### src/rtl/result_writeback_if.sv
// Result stream (producer -> writeback) and output-memory write bus (writeback -> memory).
interface result_writeback_if #(
    parameter int unsigned ACC_W  = 20,
    parameter int unsigned DATA_W = 8,
    parameter int unsigned LANES  = 4,
    parameter int unsigned ADR_W  = 8
) ();
    logic                    res_valid;
    logic [ACC_W-1:0]        res_data;
    logic                    res_last;
    logic                    res_ready;
    logic                    mem_req;
    logic [ADR_W-1:0]        mem_adr;
    logic [LANES*DATA_W-1:0] mem_wdata;
    logic [LANES-1:0]        mem_be;
    logic                    mem_ack;

    modport master (
        output res_valid, res_data, res_last, mem_ack,
        input  res_ready, mem_req, mem_adr, mem_wdata, mem_be
    );

    modport slave (
        input  res_valid, res_data, res_last, mem_ack,
        output res_ready, mem_req, mem_adr, mem_wdata, mem_be
    );
endinterface

### src/rtl/result_writeback.sv
// Saturates accumulator results, packs LANES per word, buffers two words and writes
// them to consecutive output-memory addresses; pulses o_done after the last word is acked.
module result_writeback #(
    parameter int unsigned ACC_W     = 20,
    parameter int unsigned DATA_W    = 8,
    parameter int unsigned LANES     = 4,
    parameter int unsigned ADR_W     = 8,
    parameter int unsigned NUM_WORDS = 43
) (
    input  logic                clk,
    input  logic                rst,
    input  logic                i_start,
    input  logic [ADR_W-1:0]    i_base_adr,
    result_writeback_if.slave   bus,
    output logic [ADR_W-1:0]    o_word_cnt,
    output logic                o_done,
    output logic                o_frame_err
);
    localparam int unsigned WORD_W = LANES * DATA_W;
    localparam int unsigned LANE_W = (LANES > 1) ? $clog2(LANES) : 1;
    localparam logic signed [ACC_W-1:0] SAT_MAX = ACC_W'((1 << (DATA_W - 1)) - 1);
    localparam logic signed [ACC_W-1:0] SAT_MIN = ~SAT_MAX;

    typedef enum logic [1:0] {S_IDLE, S_RUN, S_FIN} state_t;

    state_t              r_state;
    logic                r_closed;
    logic [LANE_W-1:0]   r_lane;
    logic [WORD_W-1:0]   r_pack_data;
    logic [LANES-1:0]    r_pack_be;
    logic [WORD_W-1:0]   r_q_data [2];
    logic [LANES-1:0]    r_q_be   [2];
    logic                r_q_last [2];
    logic [1:0]          r_count;
    logic [ADR_W-1:0]    r_base;
    logic [ADR_W-1:0]    r_word_cnt;
    logic                r_res_ready;
    logic                r_mem_req;
    logic [ADR_W-1:0]    r_mem_adr;
    logic                r_done;
    logic                r_frame_err;

    state_t              w_state_nxt;
    logic [DATA_W-1:0]   w_sat;
    logic [WORD_W-1:0]   w_pack_data;
    logic [LANES-1:0]    w_pack_be;
    logic                w_xfer;
    logic                w_push;
    logic                w_pop;
    logic                w_start;
    logic                w_last_ack;
    logic                w_closed_nxt;
    logic [1:0]          w_count_nxt;
    logic [ADR_W-1:0]    w_base_nxt;
    logic [ADR_W-1:0]    w_wc_nxt;

    assign w_start      = i_start && (r_state == S_IDLE);
    assign w_xfer       = bus.res_valid && r_res_ready;
    assign w_pop        = r_mem_req && bus.mem_ack;
    assign w_push       = w_xfer && ((r_lane == LANE_W'(LANES - 1)) || bus.res_last);
    assign w_last_ack   = w_pop && r_q_last[0];
    assign w_closed_nxt = w_start ? 1'b0 : ((w_xfer && bus.res_last) ? 1'b1 : r_closed);
    assign w_count_nxt  = w_start ? 2'd0 : (r_count + 2'(w_push) - 2'(w_pop));
    assign w_base_nxt   = w_start ? i_base_adr : r_base;
    assign w_wc_nxt     = w_start ? '0 : (r_word_cnt + ADR_W'(w_pop));

    // Clamp to the signed DATA_W range; in-range values are simply truncated
    always_comb begin
        w_sat = bus.res_data[DATA_W-1:0];
        if ($signed(bus.res_data) > SAT_MAX) begin
            w_sat = SAT_MAX[DATA_W-1:0];
        end else if ($signed(bus.res_data) < SAT_MIN) begin
            w_sat = SAT_MIN[DATA_W-1:0];
        end
    end

    always_comb begin
        w_pack_data = r_pack_data;
        w_pack_be   = r_pack_be;
        w_pack_data[r_lane*DATA_W +: DATA_W] = w_sat;
        w_pack_be[r_lane] = 1'b1;
    end

    always_comb begin
        w_state_nxt = r_state;
        unique case (r_state)
            S_IDLE:  if (i_start) w_state_nxt = S_RUN;
            S_RUN:   if (w_last_ack) w_state_nxt = S_FIN;
            S_FIN:   w_state_nxt = S_IDLE;
            default: w_state_nxt = S_IDLE;
        endcase
    end

    // Outputs are registered from next-state values so they always match the current state
    always_ff @(posedge clk or negedge rst) begin
        if (!rst) begin
            r_state     <= S_IDLE;
            r_closed    <= 1'b0;
            r_lane      <= '0;
            r_pack_data <= '0;
            r_pack_be   <= '0;
            r_q_data[0] <= '0;
            r_q_data[1] <= '0;
            r_q_be[0]   <= '0;
            r_q_be[1]   <= '0;
            r_q_last[0] <= 1'b0;
            r_q_last[1] <= 1'b0;
            r_count     <= '0;
            r_base      <= '0;
            r_word_cnt  <= '0;
            r_res_ready <= 1'b0;
            r_mem_req   <= 1'b0;
            r_mem_adr   <= '0;
            r_done      <= 1'b0;
            r_frame_err <= 1'b0;
        end else begin
            r_state     <= w_state_nxt;
            r_closed    <= w_closed_nxt;
            r_count     <= w_count_nxt;
            r_base      <= w_base_nxt;
            r_word_cnt  <= w_wc_nxt;
            r_res_ready <= (w_state_nxt == S_RUN) && !w_closed_nxt && (w_count_nxt != 2'd2);
            r_mem_req   <= (w_count_nxt != 2'd0);
            r_mem_adr   <= w_base_nxt + w_wc_nxt;
            r_done      <= (w_state_nxt == S_FIN);

            if (w_start) begin
                r_frame_err <= 1'b0;
            end else if ((w_last_ack && (r_word_cnt != ADR_W'(NUM_WORDS - 1))) ||
                         (bus.res_valid && r_closed)) begin
                r_frame_err <= 1'b1;
            end

            if (w_start || w_push) begin
                r_lane      <= '0;
                r_pack_data <= '0;
                r_pack_be   <= '0;
            end else if (w_xfer) begin
                r_lane      <= r_lane + LANE_W'(1);
                r_pack_data <= w_pack_data;
                r_pack_be   <= w_pack_be;
            end

            // Slot 0 is always the head; slot 1 is kept zero unless two words are held
            if (w_start) begin
                r_q_data[0] <= '0;
                r_q_data[1] <= '0;
                r_q_be[0]   <= '0;
                r_q_be[1]   <= '0;
                r_q_last[0] <= 1'b0;
                r_q_last[1] <= 1'b0;
            end else begin
                unique case ({w_push, w_pop})
                    2'b10: begin
                        if (r_count == 2'd0) begin
                            r_q_data[0] <= w_pack_data;
                            r_q_be[0]   <= w_pack_be;
                            r_q_last[0] <= bus.res_last;
                        end else begin
                            r_q_data[1] <= w_pack_data;
                            r_q_be[1]   <= w_pack_be;
                            r_q_last[1] <= bus.res_last;
                        end
                    end
                    2'b01: begin
                        r_q_data[0] <= r_q_data[1];
                        r_q_be[0]   <= r_q_be[1];
                        r_q_last[0] <= r_q_last[1];
                        r_q_data[1] <= '0;
                        r_q_be[1]   <= '0;
                        r_q_last[1] <= 1'b0;
                    end
                    2'b11: begin
                        if (r_count == 2'd1) begin
                            r_q_data[0] <= w_pack_data;
                            r_q_be[0]   <= w_pack_be;
                            r_q_last[0] <= bus.res_last;
                        end else begin
                            r_q_data[0] <= r_q_data[1];
                            r_q_be[0]   <= r_q_be[1];
                            r_q_last[0] <= r_q_last[1];
                            r_q_data[1] <= w_pack_data;
                            r_q_be[1]   <= w_pack_be;
                            r_q_last[1] <= bus.res_last;
                        end
                    end
                    default: ;
                endcase
            end
        end
    end

    assign bus.res_ready = r_res_ready;
    assign bus.mem_req   = r_mem_req;
    assign bus.mem_adr   = r_mem_adr;
    assign bus.mem_wdata = r_q_data[0];
    assign bus.mem_be    = r_q_be[0];
    assign o_word_cnt    = r_word_cnt;
    assign o_done        = r_done;
    assign o_frame_err   = r_frame_err;
endmodule

### src/flat_wrapper.sv
// flat-port wrapper written by rule: the top's interface ports become plain ports
module result_writeback_flat 
#(
    parameter int unsigned ACC_W     = 20,
    parameter int unsigned DATA_W    = 8,
    parameter int unsigned LANES     = 4,
    parameter int unsigned ADR_W     = 8,
    parameter int unsigned NUM_WORDS = 43
)
  (clk, rst, i_start, i_base_adr, o_word_cnt, o_done, o_frame_err, bus_res_valid, bus_res_data, bus_res_last, bus_mem_ack, bus_res_ready, bus_mem_req, bus_mem_adr, bus_mem_wdata, bus_mem_be);
  result_writeback_if #(.ACC_W(ACC_W), .DATA_W(DATA_W), .LANES(LANES), .ADR_W(ADR_W)) bus_i ();
  input  logic clk;
  input  logic rst;
  input  logic i_start;
  input  logic [ADR_W-1:0] i_base_adr;
  output logic [ADR_W-1:0] o_word_cnt;
  output logic o_done;
  output logic o_frame_err;
  input wire logic [$bits(bus_i.res_valid)-1:0] bus_res_valid;
  input wire logic [$bits(bus_i.res_data)-1:0] bus_res_data;
  input wire logic [$bits(bus_i.res_last)-1:0] bus_res_last;
  input wire logic [$bits(bus_i.mem_ack)-1:0] bus_mem_ack;
  output wire logic [$bits(bus_i.res_ready)-1:0] bus_res_ready;
  output wire logic [$bits(bus_i.mem_req)-1:0] bus_mem_req;
  output wire logic [$bits(bus_i.mem_adr)-1:0] bus_mem_adr;
  output wire logic [$bits(bus_i.mem_wdata)-1:0] bus_mem_wdata;
  output wire logic [$bits(bus_i.mem_be)-1:0] bus_mem_be;
  assign bus_i.res_valid = bus_res_valid;
  assign bus_i.res_data = bus_res_data;
  assign bus_i.res_last = bus_res_last;
  assign bus_i.mem_ack = bus_mem_ack;
  assign bus_res_ready = bus_i.res_ready;
  assign bus_mem_req = bus_i.mem_req;
  assign bus_mem_adr = bus_i.mem_adr;
  assign bus_mem_wdata = bus_i.mem_wdata;
  assign bus_mem_be = bus_i.mem_be;
  result_writeback #(.ACC_W(ACC_W), .DATA_W(DATA_W), .LANES(LANES), .ADR_W(ADR_W), .NUM_WORDS(NUM_WORDS)) u_core (.clk(clk), .rst(rst), .i_start(i_start), .i_base_adr(i_base_adr), .bus(bus_i), .o_word_cnt(o_word_cnt), .o_done(o_done), .o_frame_err(o_frame_err));
endmodule
### config.mk
export PLATFORM = sky130hd
export DESIGN_NAME = result_writeback_flat
export DESIGN_NICKNAME = d
export VERILOG_FILES = /design/src/rtl/result_writeback_if.sv /design/src/rtl/result_writeback.sv /design/src/flat_wrapper.sv
export SDC_FILE = /design/constraint.sdc
export NUM_CORES = 1
export LEC_CHECK = 0
export ABC_AREA = 1
export CORE_MARGIN = 2
export CORE_UTILIZATION = 38
export DETAILED_ROUTE_END_ITERATION = 8
export GPL_TIMING_DRIVEN = 0
export HOLD_SLACK_MARGIN = 0.03
export SETUP_SLACK_MARGIN = 0.3
export SLEW_MARGIN = 20
export SYNTH_ARGS = -nofsm -noshare
export SYNTH_HDL_FRONTEND = slang
export SYNTH_SLANG_ARGS = --single-unit
### constraint.sdc
create_clock -name clk -period 7.5 [get_ports clk]
set_clock_uncertainty 0.05 [all_clocks]
set_input_delay 2.25 -clock clk [delete_from_list [all_inputs] [get_ports clk]]
set_output_delay 2.25 -clock clk [all_outputs]
set_load 0.02 [all_outputs]
* Yosys cells after proc, flatten, opt, wreduce, memory -nomap -nowiden
Index checks and enable logic that the tools add are counted.
Word-level totals: flip-flop bits (word level) 145, word-level logic and storage cells 107
Cells by class: equality and inequality tests 13, reduce and logical (&&, ||, !) cells 23, bitwise logic cells 1, multiplexer cells 39, $lt $le $gt $ge 4, $add $sub $neg 6, shifts and indexed selects 2
Operators with widths (count):
- 2-to-1 mux 32 bit | 6
- case mux 64 bit (3 select lines) | 1
- 2-to-1 mux 64 bit | 1
- 2-to-1 mux 8 bit | 5
- negation 5 -> 34 bit | 1
- variable shift 8 x 34 -> 32 bit, first input constant | 1
- variable part select 8 x 34 -> 32 bit | 1
- bitwise mux 32 bit | 1
- 2-to-1 mux 4 bit | 6
- case mux 8 bit (3 select lines) | 1
- greater-than comparator 20 x 8 -> 1 bit, second input constant | 1
- less-than comparator 20 x 8 -> 1 bit, second input constant | 1
- 2-to-1 mux 2 bit | 6
- logical AND 1 bit | 11
- 2-to-1 mux 1 bit | 9
- adder 8 x 1 -> 8 bit | 1
- adder 8 bit | 1
- equality test 2 x 1 -> 1 bit, second input constant | 4
- equality test 2 bit, second input constant | 4
- inequality test 8 x 6 -> 1 bit, second input constant | 1
- inequality test 3 x 2 -> 1 bit, second input constant | 2
- case mux 2 bit (3 select lines) | 1
- nonzero test 2 bit | 3
- zero test 2 bit | 2
- 15 further kinds | 17

* Depth between registers and ports, before layout
word-level depth 8, gate-level depth with buffers 15, gate-level depth less buffers 15

* Worst setup path after synthesis
No wires, ideal clock.
path type in2reg, start in bus_mem_ack, end reg u_core.r_mem_adr[7] (netlist: u_core.bus.mem_adr[7]), stages on the path 15, path buffers 0, setup slack 3.137 ns, arrival time 4.197 ns, data required time 7.333 ns, path through nand2_1 -> inv_2 -> ha_1 -> ha_1 -> nand2_1 -> nor3_1 -> nand2_1 -> o21ai_0 -> a21oi_1 -> ha_1 -> a21oi_1 -> o21ai_0 -> a21oi_1 -> nand3b_1 -> nand2_1
Between the ends: word-level cells in the longest chain between the ends 4
Ends and longest elaborated chain:
- start, declared | line flat_wrapper.sv:22 | input wire logic [$bits(bus_i.mem_ack)-1:0] bus_mem_ack;
- logical AND 1 bit | line result_writeback.sv:59 | assign w_pop = r_mem_req && bus.mem_ack;
- adder 8 x 1 -> 8 bit | line result_writeback.sv:65 | assign w_wc_nxt = w_start ? '0 : (r_word_cnt + ADR_W'(w_pop));
- 2-to-1 mux 8 bit | line result_writeback.sv:65
- net u_core.w_wc_nxt[6] | line result_writeback.sv:55 | logic [ADR_W-1:0] w_wc_nxt;
- adder 8 bit | line result_writeback.sv:124 | r_mem_adr <= w_base_nxt + w_wc_nxt;
- end signal, assigned | line result_writeback.sv:124
- end, declared | line result_writeback.sv:39 | logic [ADR_W-1:0] r_mem_adr;
The timed path passes the listed nets, and every way through them passes these cells. A chain may end at the register's enable or synchronous reset.

* Worst setup path in the final report
start in i_start, end reg u_core.r_mem_adr[6] (netlist: u_core.bus.mem_adr[6])
Between the ends: word-level cells in the longest chain between the ends 3, elaborated cells between the ends (all ways) 4
Ends and longest elaborated chain:
- start, declared | line flat_wrapper.sv:14 | input logic i_start;
- logical AND 1 bit | line result_writeback.sv:57 | assign w_start = i_start && (r_state == S_IDLE);
- 2-to-1 mux 8 bit | line result_writeback.sv:64 | assign w_base_nxt = w_start ? i_base_adr : r_base;
- net u_core.w_base_nxt[0] | line result_writeback.sv:54 | logic [ADR_W-1:0] w_base_nxt;
- adder 8 bit | line result_writeback.sv:124
The timed path passes the listed nets, and every way through them passes these cells.

==> metrics.txt <==
outcome=completed; Clk pin slew, worst setup/hold paths=0.06 ns; Primary FF master, synth=dfrtp_1; critical path peak fanout=10; Seq/Total Area, Yosys=50.2%; DR WL/cell=15.0 um; Tcrit/Tclk final=64.9%; Synth Area in Adders=3.22%; fraction of final layout cells with drive strength greater than 1=11.2%; NumNets Final=1048; Yosys top cell by area=dfrtp_1; total congestion overflow=0; Fmax=205 MHz; first-pass GRT wire length=30700 um; Final WS setup=2.63 ns; LEAKAGE=4.57 nW; Starting Density=38.6%; cts-stage hold buffer count=0; CTS Sinks=145; top cells by count, synth=312 x nand2_1, 145 x dfrtp_1, 77 x inv_1, 48 x a21oi_1; WS Path Type=in2reg; antenna viol nets, final=0; DRC Markers=0; WP data required=7.75 ns; final hold violations=0; total die area=20100 sq um; Tightest Hold Check Type=reg2reg; pre-CTS setup slack=2.18 ns; mux share of post-synthesis cell area=0%; Layout Area Growth over Synthesis=24.9%; most numerous cell in the Yosys netlist=nand2_1; clk root buf=clkbuf_16; Slew Limit Fails=0; Antenna diodes=0; dpl hpwl=12900 um; largest net degree at the start of global routing=91; Die X=142 um; Vias=6027; Iteration-0 DRC Markers=387; io pins=90; postcts setup bufs=0; Placer Congestion=0.893; Synth Area in Compound Gates=11.4%; Inserted Clock Buffers=17; Buffers on Ports=89; Clock Latency Late Sink=0.43 ns; Post-synth EDFFs=0; total wire length=18600 um; worst slew pin tran=0.635 ns; RSZ-0062 raised after global routing=false; Synth cell types=39; Cells after Synth=887; post-synth net total=939; Core Area=18700 sq um; max-cap violations=0; peak supply drop=199 uV; max_slew headroom=57.7%; fillers=1802; Die Y-Extent=142 um; number of setup violations in the final report=0; Inst Count DP=1211; Vias/cell=4.85; Pwr Density=382 nW/um^2; Worst Setup SP=i_start; Reg-to-Reg Start=u_core.r_state[1]; CTS tree=yes; initial antenna violation count=0; flops & latches, synth=145; Synth top area share=50.2%; Synth async-reset ratio=100%; synthesized area per cell=8.14 sq um; Bufs on Longest Clock Path=2; fin crit period=4.87 ns; Ys Warns=0; largest cells by area after synthesis=dfrtp_1 50%, nand2_1 16%, inv_1 4.0%, buf_4 3.7%, a21oi_1 3.3%; CTS resizes=0; Non-Filler Instances=1243; FP Rows=50; DRT Pass-1 Iters=5; number of global-route vias before repair=5924; CP arrival=5.12 ns; total power=3.45 mW; H-tree Lvls=4; Worst Hold Launch=u_core.r_pack_data[25]; combined area of all synthesized cells=7220 sq um; element type at the critical path end=register; Startpoint Class=input pin; largest family of logic cells by synthesized area=simple AND/OR/NAND/NOR gates; GRT Total Usage=19.6%; XOR/XNOR share of the synthesized area=0.727%; simple-gate share of the synthesized area=23.7%
where the power goes:
| part | total, mW | internal (mW) | switching (mW) |
|---|---|---|---|
| Combinational | 1.53 | 0.610 | 0.917 |
| Sequential | 1.08 | 0.983 | 0.0999 |
| Clock | 0.839 | 0.497 | 0.342 |
| Total | 3.45 | 2.09 | 1.36 |
worst max-delay path, cell delays in order:
cell             delay (ns)
clkdlybuf4s50_1        0.46
nand2_1                0.16
inv_1                  0.21
clkbuf_1               0.45
nand2_1                0.10
nand2_1                0.10
ha_1                   0.19
inv_1                  0.08
fa_1                   0.40
o21ai_0                0.32
a21oi_1                0.11
nor2_1                 0.10
nor2_1                 0.06
xnor2_1                0.12
cells in the final DEF, fill, tap and decap left out, drive strengths merged, types with 22 or more instances in the layout:
| master | n |
|---|---|
| nand3 | 31 |
| clkdlybuf4s50 | 88 |
| o21ai | 65 |
| nand2 | 318 |
| nor2 | 39 |
| inv | 82 |
| dfrtp | 145 |
| a21oi | 48 |
| clkbuf | 24 |
| o22ai | 22 |
| buf | 66 |
flip-flops by register name (all words and copies together) (netlist names):
name and flops:
u_core.o_frame_err 1, u_core.r_count 2, u_core.o_done 1, u_core.r_q_last 2
u_core.bus.mem_wdata 32, u_core.r_closed 1, u_core.o_word_cnt 8, u_core.r_q_data 32
u_core.r_lane 2, u_core.bus.res_ready 1, u_core.r_state 2, u_core.r_pack_data 32
u_core.r_base 8, u_core.r_pack_be 4, u_core.r_q_be 4, u_core.bus.mem_be 4
u_core.bus.mem_req 1, u_core.bus.mem_adr 8
routing by layer:
| layer | vias to the layer above | GRT usage (%) | wire [um] |
|---|---|---|---|
| met2 | 155 | 30.9 | 8510 |
| met4 | 0 | 4.21 | 139 |
| met1 | 2817 | 27.5 | 8990 |
| li1 | 3044 | - | - |
| met5 | - | 0 | 0 |
| met3 | 11 | 4.83 | 974 |
layout make-up:
class	count	area (sq um)	area share (%)
plain buffers	70	462	5.12
clock buffers	18	439	4.87
clock inverters	14	140	1.55
inverters	83	312	3.45
multi-input cells	589	2820	31.3
flip-flops and latches	145	3630	40.2
well taps	234	293	3.25
repair buffers	90	923	10.2
cells by family (layout without fill, tap and decap cells):
kind of cell | Yosys count | in the layout
AO/OA/AOI/OAI | 150 | 150
XOR/XNOR | 6 | 6
AND/OR/NAND/NOR | 415 | 415
flip-flops | 145 | 145
adder cells (fa/ha/maj) | 18 | 18
buffers and inverters | 153 | 275
path summary, 6_finish.rpt:
check	to	slack, ns	depth (start not counted)
worst max-delay path	u_core.bus.mem_adr[6]	2.63	14
worst min-delay path	u_core.r_pack_data[25]	0.43	2
worst max register to register	u_core.bus.mem_adr[6]	4.45	14
worst min register to register	u_core.r_pack_data[25]	0.43	2
max in group asynchronous	u_core.bus.mem_wdata[29]	4.89	2
min in group asynchronous	u_core.bus.mem_wdata[3]	1.69	1
stage by stage:
step	setup TNS, ns	instance area [sq um]	util [%]	hold slack [ns]
finish	0	9020	48.2	0.428
global route	0	9020	48.2	0.448
CTS	0	9020	48.2	0.433
detailed placement	0	8440	45.1	0.416
global placement	-281.25	8410	44.9	0.411
floorplan	0	7220	-	0.398
Note: power is estimated with default switching activity, not from simulation.
